[src/rtl/seven_seg_scan_ctrl.sv]
// Time-multiplexed scan controller for a common-anode multi-digit 7-segment display.
// Frames are loaded through valid/ready into a pending buffer and committed only at frame boundaries.
module seven_seg_scan_ctrl #(
    parameter int NUM_DIGITS  = 4,
    parameter int REFRESH_DIV = 100000,
    parameter int DEAD_CYCLES = 2
) (
    input  logic                    clk_i,
    input  logic                    reset_i,
    input  logic                    load_valid_i,
    output logic                    load_ready_o,
    input  logic [4*NUM_DIGITS-1:0] load_data_i,
    input  logic [NUM_DIGITS-1:0]   load_dp_i,
    input  logic                    lz_blank_en_i,
    output logic [NUM_DIGITS-1:0]   an_o,
    output logic [6:0]              seg_o,
    output logic                    dp_o,
    output logic [2:0]              digit_idx_o
);

    // state      | meaning
    // PEND_EMPTY | no frame waiting; load_ready high, next valid is captured
    // PEND_FULL  | frame waiting; copied to the active frame at the next frame boundary

    localparam int              PW         = (REFRESH_DIV > 1) ? $clog2(REFRESH_DIV) : 1;
    localparam logic [PW-1:0]   PRESC_LAST = PW'(REFRESH_DIV - 1);
    localparam logic [PW-1:0]   DEAD_L     = PW'(DEAD_CYCLES);
    localparam logic [2:0]      IDX_LAST   = 3'(NUM_DIGITS - 1);

    typedef enum logic {
        PEND_EMPTY,
        PEND_FULL
    } pend_state_t;

    pend_state_t pend_state_q, pend_state_d;

    logic [PW-1:0]           presc_q, presc_d;
    logic [2:0]              idx_q, idx_d;
    logic                    slot_end;
    logic                    frame_end;

    logic [4*NUM_DIGITS-1:0] pend_data_q, pend_data_d;
    logic [NUM_DIGITS-1:0]   pend_dp_q, pend_dp_d;
    logic [4*NUM_DIGITS-1:0] act_data_q, act_data_d;
    logic [NUM_DIGITS-1:0]   act_dp_q, act_dp_d;

    logic [NUM_DIGITS-1:0]   an_q, an_d;
    logic [6:0]              seg_q, seg_d;
    logic                    dp_q, dp_d;
    logic [2:0]              didx_q;

    logic [3:0]              cur_nib;
    logic                    cur_dp;
    logic                    cur_lz;
    logic                    zero_run;

    function automatic logic [6:0] bcd_to_seg(input logic [3:0] nib);
        logic [6:0] s;
        case (nib)
            4'd0:    s = 7'b0000001;
            4'd1:    s = 7'b1001111;
            4'd2:    s = 7'b0010010;
            4'd3:    s = 7'b0000110;
            4'd4:    s = 7'b1001100;
            4'd5:    s = 7'b0100100;
            4'd6:    s = 7'b0100000;
            4'd7:    s = 7'b0001111;
            4'd8:    s = 7'b0000000;
            4'd9:    s = 7'b0000100;
            default: s = 7'b1111111;
        endcase
        return s;
    endfunction

    always_comb begin
        slot_end  = (presc_q == PRESC_LAST);
        frame_end = slot_end && (idx_q == IDX_LAST);
        presc_d   = slot_end ? '0 : presc_q + 1'b1;
        idx_d     = idx_q;
        if (slot_end) begin
            idx_d = (idx_q == IDX_LAST) ? 3'd0 : idx_q + 3'd1;
        end
    end

    always_comb begin
        pend_state_d = pend_state_q;
        pend_data_d  = pend_data_q;
        pend_dp_d    = pend_dp_q;
        act_data_d   = act_data_q;
        act_dp_d     = act_dp_q;
        load_ready_o = 1'b0;
        case (pend_state_q)
            PEND_EMPTY: begin
                load_ready_o = 1'b1;
                if (load_valid_i) begin
                    pend_data_d  = load_data_i;
                    pend_dp_d    = load_dp_i;
                    pend_state_d = PEND_FULL;
                end
            end
            PEND_FULL: begin
                if (frame_end) begin
                    act_data_d   = pend_data_q;
                    act_dp_d     = pend_dp_q;
                    pend_state_d = PEND_EMPTY;
                end
            end
            default: pend_state_d = PEND_EMPTY;
        endcase
    end

    // Walk from the most significant digit down so zero_run tells whether
    // every digit above and including i is zero.
    always_comb begin
        cur_nib  = 4'hF;
        cur_dp   = 1'b0;
        cur_lz   = 1'b0;
        zero_run = 1'b1;
        for (int i = NUM_DIGITS - 1; i >= 0; i--) begin
            zero_run = zero_run && (act_data_q[4*i +: 4] == 4'd0);
            if (idx_q == 3'(i)) begin
                cur_nib = act_data_q[4*i +: 4];
                cur_dp  = act_dp_q[i];
                cur_lz  = lz_blank_en_i && (i != 0) && zero_run;
            end
        end
        seg_d = cur_lz ? 7'b1111111 : bcd_to_seg(cur_nib);
        dp_d  = ~cur_dp;
        an_d  = (presc_q < DEAD_L) ? '1 : ~(NUM_DIGITS'(1) << idx_q);
    end

    always_ff @(posedge clk_i) begin
        if (reset_i) begin
            presc_q      <= '0;
            idx_q        <= 3'd0;
            pend_state_q <= PEND_EMPTY;
            pend_data_q  <= '0;
            pend_dp_q    <= '0;
            act_data_q   <= '1;
            act_dp_q     <= '0;
            an_q         <= '1;
            seg_q        <= 7'b1111111;
            dp_q         <= 1'b1;
            didx_q       <= 3'd0;
        end else begin
            presc_q      <= presc_d;
            idx_q        <= idx_d;
            pend_state_q <= pend_state_d;
            pend_data_q  <= pend_data_d;
            pend_dp_q    <= pend_dp_d;
            act_data_q   <= act_data_d;
            act_dp_q     <= act_dp_d;
            an_q         <= an_d;
            seg_q        <= seg_d;
            dp_q         <= dp_d;
            didx_q       <= idx_q;
        end
    end

    assign an_o        = an_q;
    assign seg_o       = seg_q;
    assign dp_o        = dp_q;
    assign digit_idx_o = didx_q;

endmodule

[config.mk]
export PLATFORM = sky130hd
export DESIGN_NAME = seven_seg_scan_ctrl
export DESIGN_NICKNAME = d
export VERILOG_FILES = /design/src/rtl/seven_seg_scan_ctrl.sv
export SDC_FILE = /design/constraint.sdc
export NUM_CORES = 1
export LEC_CHECK = 0
export CAP_MARGIN = 20
export CORE_UTILIZATION = 59
export DETAILED_ROUTE_END_ITERATION = 16
export GPL_TIMING_DRIVEN = 0
export HOLD_SLACK_MARGIN = 0.08
export PLACE_DENSITY = 0.88
export SYNTH_ARGS = -nofsm -noshare
export SYNTH_HDL_FRONTEND = slang
export SYNTH_SLANG_ARGS = --single-unit
[constraint.sdc]
create_clock -name clk_i -period 4.4 [get_ports clk_i]
set_input_delay 0.88 -clock clk_i [delete_from_list [all_inputs] [get_ports clk_i]]
set_output_delay 0.88 -clock clk_i [all_outputs]
set_load 0.005 [all_outputs]
# Word level (Yosys, flattened, before mapping)

Memories as Yosys holds them, arrays and structs flattened. A register that Yosys moved wholly into a read port is not among the register bits.
Index checks and enable logic that the tools add are counted.

Latch bits: 0
Flip-flop bits (word level): 69
ROM bits: 112
Memories kept: 1
Bits in writable memories: 0
Logic and storage cells: 54

Memories:

| memory          | depth | bits a word | read ports | clocked after memory_dff | wr ports | line | text |
|---|---|---|---|---|---|---|---|
| (no name shown) | 16    | 7           | 1          | 1                        | 0        | 59   | `case (nib)` |

Multipliers: 0
Shift operators: 1
Multiplexer cells: 17
Reduce and logical (&&, ||, !) cells: 15
Add/subtract/negate cells: 2
Bitwise operators: 3
Div/mod/pow operators: 0
$lt $le $gt $ge: 1
Eq/ne operators: 4

Operator list:

| kind                    | number |
|---|---|
| $add A17 B1 Y17 const B | 1 |
| $eq A17 B17 Y1 const B  | 1 |
| $lt A17 B2 Y1 const B   | 1 |
| $mux W4                 | 4 |
| $logic_not A4 Y1        | 3 |
| $mux W1                 | 11 |
| $eq A3 B2 Y1 const B    | 2 |
| $logic_and A1 B1 Y1     | 6 |
| $reduce_or A2 Y1        | 3 |
| $not A4 Y4              | 1 |
| $reduce_and A2 Y1       | 2 |
| $shl A1 B3 Y4 const A   | 1 |
| $add A3 B1 Y3 const B   | 1 |
| $eq A3 B1 Y1 const B    | 1 |
| $logic_not A3 Y1        | 1 |
| $mux W3                 | 1 |
| $not A1 Y1              | 2 |
| $pmux W1 S2             | 1 |

# Depth between registers and ports, before layout

Gate-level depths: netlist of the first run.

Depth after elaboration: 7
Mapped depth: 11
Depth with buffers taken out: 10

# Least setup slack after synthesis of the first run

No wires, ideal clock.

Path type: flip-flop to flip-flop
From: reg idx_q[0]
To: reg seg_q[1] (netlist: seg_o[1])
Library setup time: 0.079 ns
Slack: 2.292 ns
Cell stages (with the launch flop): 12
Arrival time: 2.029 ns
Path through: dfxtp_1 inv_1 ha_1 clkbuf_1 nor2b_1 o311ai_0 nand2_1 inv_1 ha_1 inv_1 mux2_2 a22oi_1

Longest elaborated chain between the ends: 6
Elaborated cells between the ends (all ways): 13
Those cells by class: eq/ne (3); mux (8); reduce/logical (2)

Ends and longest elaborated chain:

| what                              | line | text |
|---|---|---|
| start, declared                   | 38   | `logic [2:0] idx_q, idx_d;` |
| start signal, assigned            | 147  | `idx_q <= idx_d;` |
| $eq A3 B2 Y1                      | 121  | `if (idx_q == 3'(i)) begin` |
| $mux W1 (4 in series)             | 121  |  |
| $reduce_or A2 Y1 (no source line) | -    |  |
| end, declared                     | 48   | `logic [6:0] seg_q, seg_d;` |

Parallel ways exist; a longest one is shown, timed or not.
A chain may end at the register's enable or synchronous reset.

# Final worst setup path of the first run

Same ends and word-level chain as after synthesis.

==> report_table.html, run 1 <==
<table>
<tr><th>Metric</th><th>Value</th></tr>
<tr><th colspan="2">Global route</th></tr>
<tr><td>Initial antenna violation count</td><td>0</td></tr>
<tr><td>Number of global-route vias before repair</td><td>2620</td></tr>
<tr><td>Global-route wire length before repair</td><td>12000 um</td></tr>
<tr><td>GRT Overall Usage</td><td>0.262</td></tr>
<tr><td>Global-route congestion overflow total</td><td>0</td></tr>
<tr><td>Pin count of the biggest net entering global routing</td><td>12</td></tr>
<tr><th colspan="2">Run</th></tr>
<tr><td>Max-cap violations</td><td>0</td></tr>
<tr><th colspan="2">STA</th></tr>
<tr><td>Peak clock frequency supported by timing</td><td>385 MHz</td></tr>
<tr><td>Worst slew pin tran</td><td>0.616 ns</td></tr>
<tr><td>Worst slew slack as a fraction of its limit</td><td>0.587</td></tr>
<tr><td>Shortest period the worst path allows</td><td>2.60 ns</td></tr>
<tr><td>Count of final hold-check violations</td><td>0</td></tr>
<tr><td>Unrepaired setup endpoints after global routing</td><td>false</td></tr>
<tr><td>Clock skew after layout</td><td>0.00855 ns</td></tr>
<tr><td>Max-slew violations</td><td>0</td></tr>
<tr><td>Final sum of negative setup slack</td><td>0 ns</td></tr>
<tr><td>Finish-stage setup viols</td><td>0</td></tr>
<tr><td>Part of the cycle the worst path needs</td><td>0.591</td></tr>
<tr><th colspan="2">Clocking</th></tr>
<tr><td>Clock sink count</td><td>76</td></tr>
<tr><td>Clock network latency to the later pin of the worst-skew pair</td><td>0.35 ns</td></tr>
<tr><td>Post-CTS Setup Repair Bufs</td><td>0</td></tr>
<tr><td>CTS resizes</td><td>0</td></tr>
<tr><td>H-tree levels</td><td>3</td></tr>
<tr><td>Clock transition at the registers of the reported paths</td><td>0.07 ns</td></tr>
<tr><td>CTS tree</td><td>yes</td></tr>
<tr><td>CTS Buf Count</td><td>9</td></tr>
<tr><td>Clock tree root driver cell</td><td>clkbuf_8</td></tr>
<tr><td>Count of hold-fix buffers inserted at cts</td><td>0</td></tr>
<tr><td>CTS Buffer Depth</td><td>2</td></tr>
<tr><th colspan="2">Yosys</th></tr>
<tr><td>Fraction of the mapped netlist area in compound gates</td><td>0.131</td></tr>
<tr><td>Number of instances in the synthesized netlist</td><td>373</td></tr>
<tr><td>Multiplexer share of the synthesized area</td><td>0.0260</td></tr>
<tr><td>Number of synthesis warnings</td><td>0</td></tr>
<tr><td>Largest family of logic cells by synthesized area</td><td>simple AND/OR/NAND/NOR gates</td></tr>
<tr><td>Avg Cell Area, Syn</td><td>8.79 sq um</td></tr>
<tr><td>Share of synthesized area occupied by flip-flops and latches</td><td>0.464</td></tr>
<tr><td>Netlist area before placement</td><td>0.00328 sq mm</td></tr>
<tr><td>Post-synthesis net count</td><td>407</td></tr>
<tr><td>Adder and majority gate portion of the synthesized area</td><td>0.0382</td></tr>
<tr><td>Post-synth top flop</td><td>dfxtp_1</td></tr>
<tr><td>Async set-or-reset flop fraction in the synthesized netlist</td><td>0</td></tr>
<tr><td>Synth unique cells</td><td>49</td></tr>
<tr><td>Post-synthesis register bit count</td><td>76</td></tr>
<tr><td>Post-Synth Simple-Gate Area</td><td>0.256</td></tr>
<tr><td>XOR/XNOR Fraction of Synth Area</td><td>0.0401</td></tr>
<tr><td>Number of enable flip-flop cells after synthesis</td><td>0</td></tr>
<tr><th colspan="2">Final layout</th></tr>
<tr><td>Final-layout fill cell count</td><td>403</td></tr>
<tr><td>Ratio of cells with drive above 1 in the final layout</td><td>0.0634</td></tr>
<tr><td>Area grow syn2layout</td><td>19.9%</td></tr>
<tr><td>Final #Nets</td><td>456</td></tr>
<tr><td>Most common cell after layout, fill and taps aside</td><td>dfxtp_1</td></tr>
<tr><td>Antenna fix cells</td><td>0</td></tr>
<tr><td>Non-filler instance count after layout</td><td>496</td></tr>
<tr><td>Most frequent cells in the layout</td><td>dfxtp_1, nand2_1, nor2_1</td></tr>
<tr><th colspan="2">Placed design</th></tr>
<tr><td>Number of cells in the design after placement</td><td>481</td></tr>
<tr><td>Global placer's final weighted congestion</td><td>0.902</td></tr>
<tr><td>IO Port Bufs</td><td>38</td></tr>
<tr><td>Detailed placer's ending HPWL</td><td>5200 um</td></tr>
<tr><th colspan="2">Critical path</th></tr>
<tr><td>Required arrival time at the worst endpoint</td><td>4.66 ns</td></tr>
<tr><td>Type of the setup path with the least slack</td><td>flop to flop</td></tr>
<tr><td>Capture instance of the worst register-to-register path</td><td>seg_o[1]$_SDFF_PP1_</td></tr>
<tr><td>Max Fanout on Critical Path</td><td>10</td></tr>
<tr><td>Critical path launch point</td><td>idx_q[0]$_SDFFE_PP0N_</td></tr>
<tr><td>Register-to-register setup slack</td><td>1.80 ns</td></tr>
<tr><td>Critical Path Sink</td><td>seg_o[1]$_SDFF_PP1_</td></tr>
<tr><td>Crit. End Element</td><td>flop</td></tr>
<tr><td>Worst flop-to-flop path startpoint</td><td>idx_q[0]$_SDFFE_PP0N_</td></tr>
<tr><td>Crit path launch type</td><td>flop</td></tr>
<tr><td>Signal arrival time at the worst endpoint</td><td>2.86 ns</td></tr>
<tr><td>Number of cell instances on the worst register-to-register path</td><td>11</td></tr>
<tr><th colspan="2">Pwr</th></tr>
<tr><td>Share of total power consumed by net switching</td><td>0.216</td></tr>
<tr><td>Worst VDD drop</td><td>0.000225 V</td></tr>
<tr><td>Leakage</td><td>1.40 nW</td></tr>
<tr><td>Cell-internal power</td><td>1.01 mW</td></tr>
<tr><td>Clock power share</td><td>0.395</td></tr>
<tr><td>Overall power</td><td>1.29 mW</td></tr>
<tr><td>Sequential share of power</td><td>0.552</td></tr>
<tr><td>Power per Cell Area</td><td>328 mW/mm^2</td></tr>
<tr><td>Net switching power</td><td>0.278 mW</td></tr>
<tr><td>Part of the total power dissipated in combinational logic</td><td>0.053</td></tr>
<tr><th colspan="2">Route</th></tr>
<tr><td>Aggregate routed wire length</td><td>7050 um</td></tr>
<tr><td>DRC</td><td>0</td></tr>
<tr><td>Via count normalized by instance count</td><td>5.51</td></tr>
<tr><td>DRT iter0 DRCs</td><td>179</td></tr>
<tr><td>Number of nets still failing antenna checks after routing</td><td>0</td></tr>
<tr><td>Initial DRT Pass Iterations</td><td>5</td></tr>
<tr><td>Post-detailed-route wirelength per cell</td><td>14.2 um</td></tr>
<tr><td>DR vias</td><td>2734</td></tr>
<tr><th colspan="2">Die</th></tr>
<tr><td>Die area</td><td>0.00586 sq mm</td></tr>
<tr><td>Die Wd</td><td>76.5 um</td></tr>
<tr><td>Total I/O pin count</td><td>40</td></tr>
<tr><td>Rows</td><td>26</td></tr>
<tr><td>Core area</td><td>0.00524 sq mm</td></tr>
<tr><td>Effective utilization at floorplan</td><td>0.626</td></tr>
<tr><td>Floorplan die height</td><td>76.5 um</td></tr>
<tr><th colspan="2">Status</th></tr>
<tr><td>Outcome</td><td>complete, no violations</td></tr>
<tr><th colspan="2">Hold path</th></tr>
<tr><td>Hold/Removal Path Class</td><td>flop to flop</td></tr>
</table>
[critical path, stage by stage (launching register included)]
cell      delay (ns)
dfxtp_1         0.35
inv_1           0.11
ha_1            0.21
clkbuf_1        0.39
nor3b_1         0.10
o311ai_0        0.36
nand2_1         0.22
inv_1           0.13
ha_1            0.15
inv_1           0.05
mux2_2          0.28
a22oi_1         0.17
[logic make-up (layout without fill, tap and decap cells)]
logic type | Yosys count | after routing
xor+xnor | 15 | 15
mux | 8 | 8
flops | 76 | 76
fa+ha+maj | 10 | 10
compound gates | 63 | 63
simple gates | 170 | 170
buf+inv | 31 | 84
[registers in the layout, summed over array words and instances, names as in the netlist]
register and count:
seg_o 7, presc_q 17, idx_q 3, pend_data_q 16, pend_dp_q 4, pend_state_q 1
digit_idx_o 3, an_o 4, act_dp_q 4, dp_o 1, act_data_q 16
[cell usage after synthesis, types with 6 or more instances]
cell	number	area share
nor3_1	11	0.017
xnor2_1	10	0.027
a211o_1	16	0.043
and2b_1	8	0.018
a21oi_1	25	0.038
ha_1	10	0.038
nor2b_1	13	0.025
inv_1	12	0.014
dfxtp_1	76	0.46
nand2_1	64	0.073
o21ai_0	6	0.0092
nor2_1	39	0.045
clkbuf_1	12	0.014
[how the worst min path moves through the flow]
stage                                      from                          end  slack, ns  depth (start not counted)
global route        pend_data_q[0]$_SDFFE_PP0P_  pend_data_q[0]$_SDFFE_PP0P_       0.48                          2
global placement          presc_q[0]$_SDFF_PP0_        presc_q[0]$_SDFF_PP0_       0.43                          1
finish                    presc_q[0]$_SDFF_PP0_        presc_q[0]$_SDFF_PP0_       0.45                          1
CTS                       presc_q[0]$_SDFF_PP0_        presc_q[0]$_SDFF_PP0_       0.45                          1
detailed placement        presc_q[0]$_SDFF_PP0_        presc_q[0]$_SDFF_PP0_       0.44                          1
floorplan                 presc_q[0]$_SDFF_PP0_        presc_q[0]$_SDFF_PP0_       0.42                          1
[routing by layer]
| layer | up-vias | routed length, um | GRT usage |
|---|---|---|---|
| met3 | 15 | 324 | 0.0551 |
| met1 | 1266 | 3300 | 0.344 |
| met4 | 0 | 150 | 0.137 |
| met5 | - | 0 | 0 |
| li1 | 1363 | - | - |
| met2 | 90 | 3270 | 0.406 |
[layout make-up]
class	instances	area (sq um)	share of cell area
buffer	19	101	0.0258
clock buffer	13	149	0.0379
clock inverter	2	35.0	0.00891
inverter	12	45.0	0.0115
multi-input combinational	266	1610	0.410
sequential	76	1520	0.387
tap	70	87.6	0.0223
timing repair buffer	38	380	0.0968
[power by group through the flow]
stage,logic [mW],clock network [mW],registers [mW]
2_1_floorplan,0.0359,0,0.724
3_3_place_gp,0.0663,0,0.726
3_5_place_dp,0.0681,0,0.727
4_1_cts,0.0686,0.512,0.711
5_1_grt,0.0782,0.549,0.713
6_report,0.0687,0.508,0.711
[per-stage QoR]
stage                util  instance area [sq um]  hold WS [ns]  setup slack (ns)
floorplan               -                   3280         0.418              2.29
global placement    0.715                   3750         0.430              2.02
detailed placement  0.715                   3750         0.439              1.91
CTS                 0.750                   3930         0.451              1.87
global route        0.750                   3930         0.482              1.56
finish              0.750                   3930         0.448              1.80
Note: power is estimated with default switching activity, not from simulation.
==> run 2: changes to the inputs <==
- CORE_UTILIZATION: 59 -> 50
- PLACE_DENSITY: 0.88 -> 0.8
- clock period: 4.4 -> 2.08 ns (I/O delays scaled with it)
==> run 2 against run 1 <==
The run now ends with negative setup slack left. Clock power is 130% higher. Clock skew hardly changed. Register-to-register slack worse by 1.8 ns. Cell area is 12% higher. Highest routed layer unchanged.
==> report_table.html, run 2 (synthesis gave the netlist of run 1 again) <==
<table>
<tr><th>Metric</th><th>Value</th></tr>
<tr><th colspan="2">Status</th></tr>
<tr><td>Outcome</td><td>finished with violations</td></tr>
<tr><td>Failing checks</td><td>negative setup slack</td></tr>
<tr><th colspan="2">STA</th></tr>
<tr><td>Worst slew pin tran</td><td>0.621 ns</td></tr>
<tr><td>Count of final hold-check violations</td><td>0</td></tr>
<tr><td>Part of the cycle the worst path needs</td><td>1.02</td></tr>
<tr><td>Finish-stage setup viols</td><td>1</td></tr>
<tr><td>Shortest period the worst path allows</td><td>2.12 ns</td></tr>
<tr><td>Peak clock frequency supported by timing</td><td>473 MHz</td></tr>
<tr><td>Setup WS post-layout</td><td>-0.0359 ns</td></tr>
<tr><td>Max-slew violations</td><td>0</td></tr>
<tr><td>Worst slew slack as a fraction of its limit</td><td>0.586</td></tr>
<tr><td>Clock skew after layout</td><td>0.00807 ns</td></tr>
<tr><td>Unrepaired setup endpoints after global routing</td><td>true</td></tr>
<tr><th colspan="2">Pwr</th></tr>
<tr><td>Power per Cell Area</td><td>645 mW/mm^2</td></tr>
<tr><td>Worst VDD drop</td><td>0.000424 V</td></tr>
<tr><td>Cell-internal power</td><td>2.21 mW</td></tr>
<tr><td>Sequential share of power</td><td>0.531</td></tr>
<tr><td>Part of the total power dissipated in combinational logic</td><td>0.053</td></tr>
<tr><td>Leakage</td><td>1.55 nW</td></tr>
<tr><td>Net switching power</td><td>0.628 mW</td></tr>
<tr><td>Clock power share</td><td>0.416</td></tr>
<tr><td>Share of total power consumed by net switching</td><td>0.222</td></tr>
<tr><th colspan="2">Route</th></tr>
<tr><td>Initial DRT Pass Iterations</td><td>5</td></tr>
<tr><td>Detailed route wirelength on metal2</td><td>3610 um</td></tr>
<tr><td>Number of nets still failing antenna checks after routing</td><td>0</td></tr>
<tr><td>Wire length on met3</td><td>322 um</td></tr>
<tr><td>Wire length on met1</td><td>3510 um</td></tr>
<tr><td>DRC</td><td>0</td></tr>
<tr><td>Post-detailed-route wirelength per cell</td><td>14.8 um</td></tr>
<tr><td>DRT iter0 DRCs</td><td>129</td></tr>
<tr><td>Max Used Layer</td><td>met4</td></tr>
<tr><td>Aggregate routed wire length</td><td>7670 um</td></tr>
<tr><td>Via count normalized by instance count</td><td>5.40</td></tr>
<tr><td>DR vias</td><td>2790</td></tr>
<tr><th colspan="2">Critical path</th></tr>
<tr><td>Required arrival time at the worst endpoint</td><td>2.34 ns</td></tr>
<tr><td>Critical path launch point</td><td>idx_q[1]$_SDFFE_PP0N_</td></tr>
<tr><td>Worst flop-to-flop path startpoint</td><td>idx_q[1]$_SDFFE_PP0N_</td></tr>
<tr><td>Type of the setup path with the least slack</td><td>flop to flop</td></tr>
<tr><td>Max stage delay on crit path</td><td>0.38 ns</td></tr>
<tr><td>Ordered list of cells on the worst path</td><td>inv_2, ha_4, buf_8, and3b_1, a21oi_2, nand3b_1, buf_6, ha_4, mux2_2, a32oi_1</td></tr>
<tr><td>Signal arrival time at the worst endpoint</td><td>2.38 ns</td></tr>
<tr><td>Cell repeated most along the worst path</td><td>ha_4</td></tr>
<tr><td>Crit path launch type</td><td>flop</td></tr>
<tr><td>CP bufs+invs</td><td>3</td></tr>
<tr><td>Crit. End Element</td><td>flop</td></tr>
<tr><td>Critical path's top delay family</td><td>buffers and inverters</td></tr>
<tr><td>Max Fanout on Critical Path</td><td>10</td></tr>
<tr><td>Slowest cell on the critical path</td><td>dfxtp_2</td></tr>
<tr><th colspan="2">Global route</th></tr>
<tr><td>Number of global-route vias before repair</td><td>2561</td></tr>
<tr><td>Global-route wire length before repair</td><td>11900 um</td></tr>
<tr><td>GRT Overall Usage</td><td>0.215</td></tr>
<tr><td>Pin count of the biggest net entering global routing</td><td>17</td></tr>
<tr><td>Initial antenna violation count</td><td>0</td></tr>
<tr><td>Global-route congestion overflow total</td><td>0</td></tr>
<tr><th colspan="2">Final layout</th></tr>
<tr><td>Post-layout instance area</td><td>0.00439 sq mm</td></tr>
<tr><td>Number of flip-flops under the largest register name</td><td>17</td></tr>
<tr><td>Top reg by flops</td><td>presc_q</td></tr>
<tr><td>Area grow syn2layout</td><td>34.0%</td></tr>
<tr><td>Ratio of cells with drive above 1 in the final layout</td><td>0.193</td></tr>
<tr><td>Most common cell after layout, fill and taps aside</td><td>dfxtp_1</td></tr>
<tr><td>Most frequent cells in the layout</td><td>dfxtp_1, nand2_1, nor2_1, clkdlybuf4s50_1, a21oi_1</td></tr>
<tr><td>Final #Nets</td><td>470</td></tr>
<tr><td>Final-layout fill cell count</td><td>479</td></tr>
<tr><td>Registers with the highest flip-flop counts</td><td>presc_q (17), act_data_q (16), pend_data_q (16)</td></tr>
<tr><td>Antenna fix cells</td><td>0</td></tr>
<tr><td>Fin util</td><td>0.692</td></tr>
<tr><th colspan="2">Die</th></tr>
<tr><td>Rows</td><td>29</td></tr>
<tr><td>Total I/O pin count</td><td>40</td></tr>
<tr><td>Floorplan die height</td><td>83.0 um</td></tr>
<tr><td>Die area</td><td>0.00688 sq mm</td></tr>
<tr><td>Core area</td><td>0.00635 sq mm</td></tr>
<tr><td>Die Wd</td><td>83.0 um</td></tr>
<tr><td>Effective utilization at floorplan</td><td>0.516</td></tr>
<tr><th colspan="2">Run</th></tr>
<tr><td>Max-cap violations</td><td>0</td></tr>
<tr><th colspan="2">Clocking</th></tr>
<tr><td>CTS tree</td><td>yes</td></tr>
<tr><td>CTS Buffer Depth</td><td>2</td></tr>
<tr><td>CTS Buf Count</td><td>9</td></tr>
<tr><td>Clock network latency to the later pin of the worst-skew pair</td><td>0.35 ns</td></tr>
<tr><td>Clock sink count</td><td>76</td></tr>
<tr><td>H-tree levels</td><td>3</td></tr>
<tr><td>Clock tree root driver cell</td><td>clkbuf_8</td></tr>
<tr><td>Clock transition at the registers of the reported paths</td><td>0.07 ns</td></tr>
<tr><th colspan="2">Placed design</th></tr>
<tr><td>Post-DP Area</td><td>0.00376 sq mm</td></tr>
<tr><td>IO Port Bufs</td><td>38</td></tr>
<tr><td>Detailed placer's ending HPWL</td><td>4850 um</td></tr>
<tr><td>Worst Setup Slack post-DPL</td><td>-0.344 ns</td></tr>
<tr><td>Global placer's final weighted congestion</td><td>0.866</td></tr>
<tr><th colspan="2">Hold path</th></tr>
<tr><td>Min-delay src</td><td>presc_q[0]$_SDFF_PP0_</td></tr>
<tr><td>Hold/Removal Path Class</td><td>flop to flop</td></tr>
</table>
run 2: changes by cell type in the layout (fill, tap and decap cells not counted), moves of 3 or more:
cell / before / now
dfxtp_4: 0 / 3
buf_6: 1 / 4
o311ai_0: 3 / 0
o21ai_1: 0 / 3
ha_4: 0 / 6
ha_1: 10 / 2
dfxtp_1: 76 / 71
o21ai_0: 6 / 3
clkbuf_8: 10 / 13
inv_1: 12 / 7
inv_2: 0 / 4
clkbuf_1: 15 / 9
buf_4: 1 / 11
run 2: what timing repair did:
| item | 4_1_cts | 5_1_grt |
|---|---|---|
| pin swaps | 8 | 9 |
| buffers inserted | 10 | 5 |
| gates resized for setup | 34 | 40 |
| endpoints found under the setup margin | 38 | 35 |
| hold buffers | 0 | 0 |
run 2: worst paths after layout:
check                                        endpoint  slack, ns  cells past startpoint
worst max-delay path              seg_o[2]$_SDFF_PP1_      -0.04                     10
worst min-delay path            presc_q[0]$_SDFF_PP0_       0.45                      1
worst max register to register    seg_o[2]$_SDFF_PP1_      -0.04                     10
worst min register to register  presc_q[0]$_SDFF_PP0_       0.45                      1
run 2: area by class of cell:
cell class	instances	area (sq um)	share of cell area
Buffer	18	128	0.0291
Clock buffer	12	165	0.0376
Clock inverter	3	43.8	0.00997
Inverter	12	47.5	0.0108
Multi-Input combinational cell	266	1860	0.423
Sequential cell	76	1540	0.349
Tap cell	77	96.3	0.0219
Timing Repair Buffer	53	520	0.118
run 2: stage by stage:
stage               hold WS, ns  cells  power, mW  TNS [ns]
global route              0.456    517       2.94    -0.356
detailed placement        0.441    488       1.68     -7.89
CTS                       0.462    512       2.85         0
global placement          0.436    488       1.68     -7.14
floorplan                 0.418    373       1.61         0
finish                    0.448    517       2.84   -0.0359
run 2: metal layers:
layer,vias up,global-route usage
met1,1291,0.289
met3,21,0.0467
li1,1396,-
met2,82,0.334
met5,-,0
met4,0,0.0940
run 2: power by group through the flow:
stage | logic [mW] | registers (mW) | clock network [mW]
2_1_floorplan | 0.0759 | 1.53 | 0
3_3_place_gp | 0.141 | 1.54 | 0
3_5_place_dp | 0.144 | 1.54 | 0
4_1_cts | 0.147 | 1.50 | 1.19
5_1_grt | 0.170 | 1.51 | 1.26
6_report | 0.150 | 1.51 | 1.18
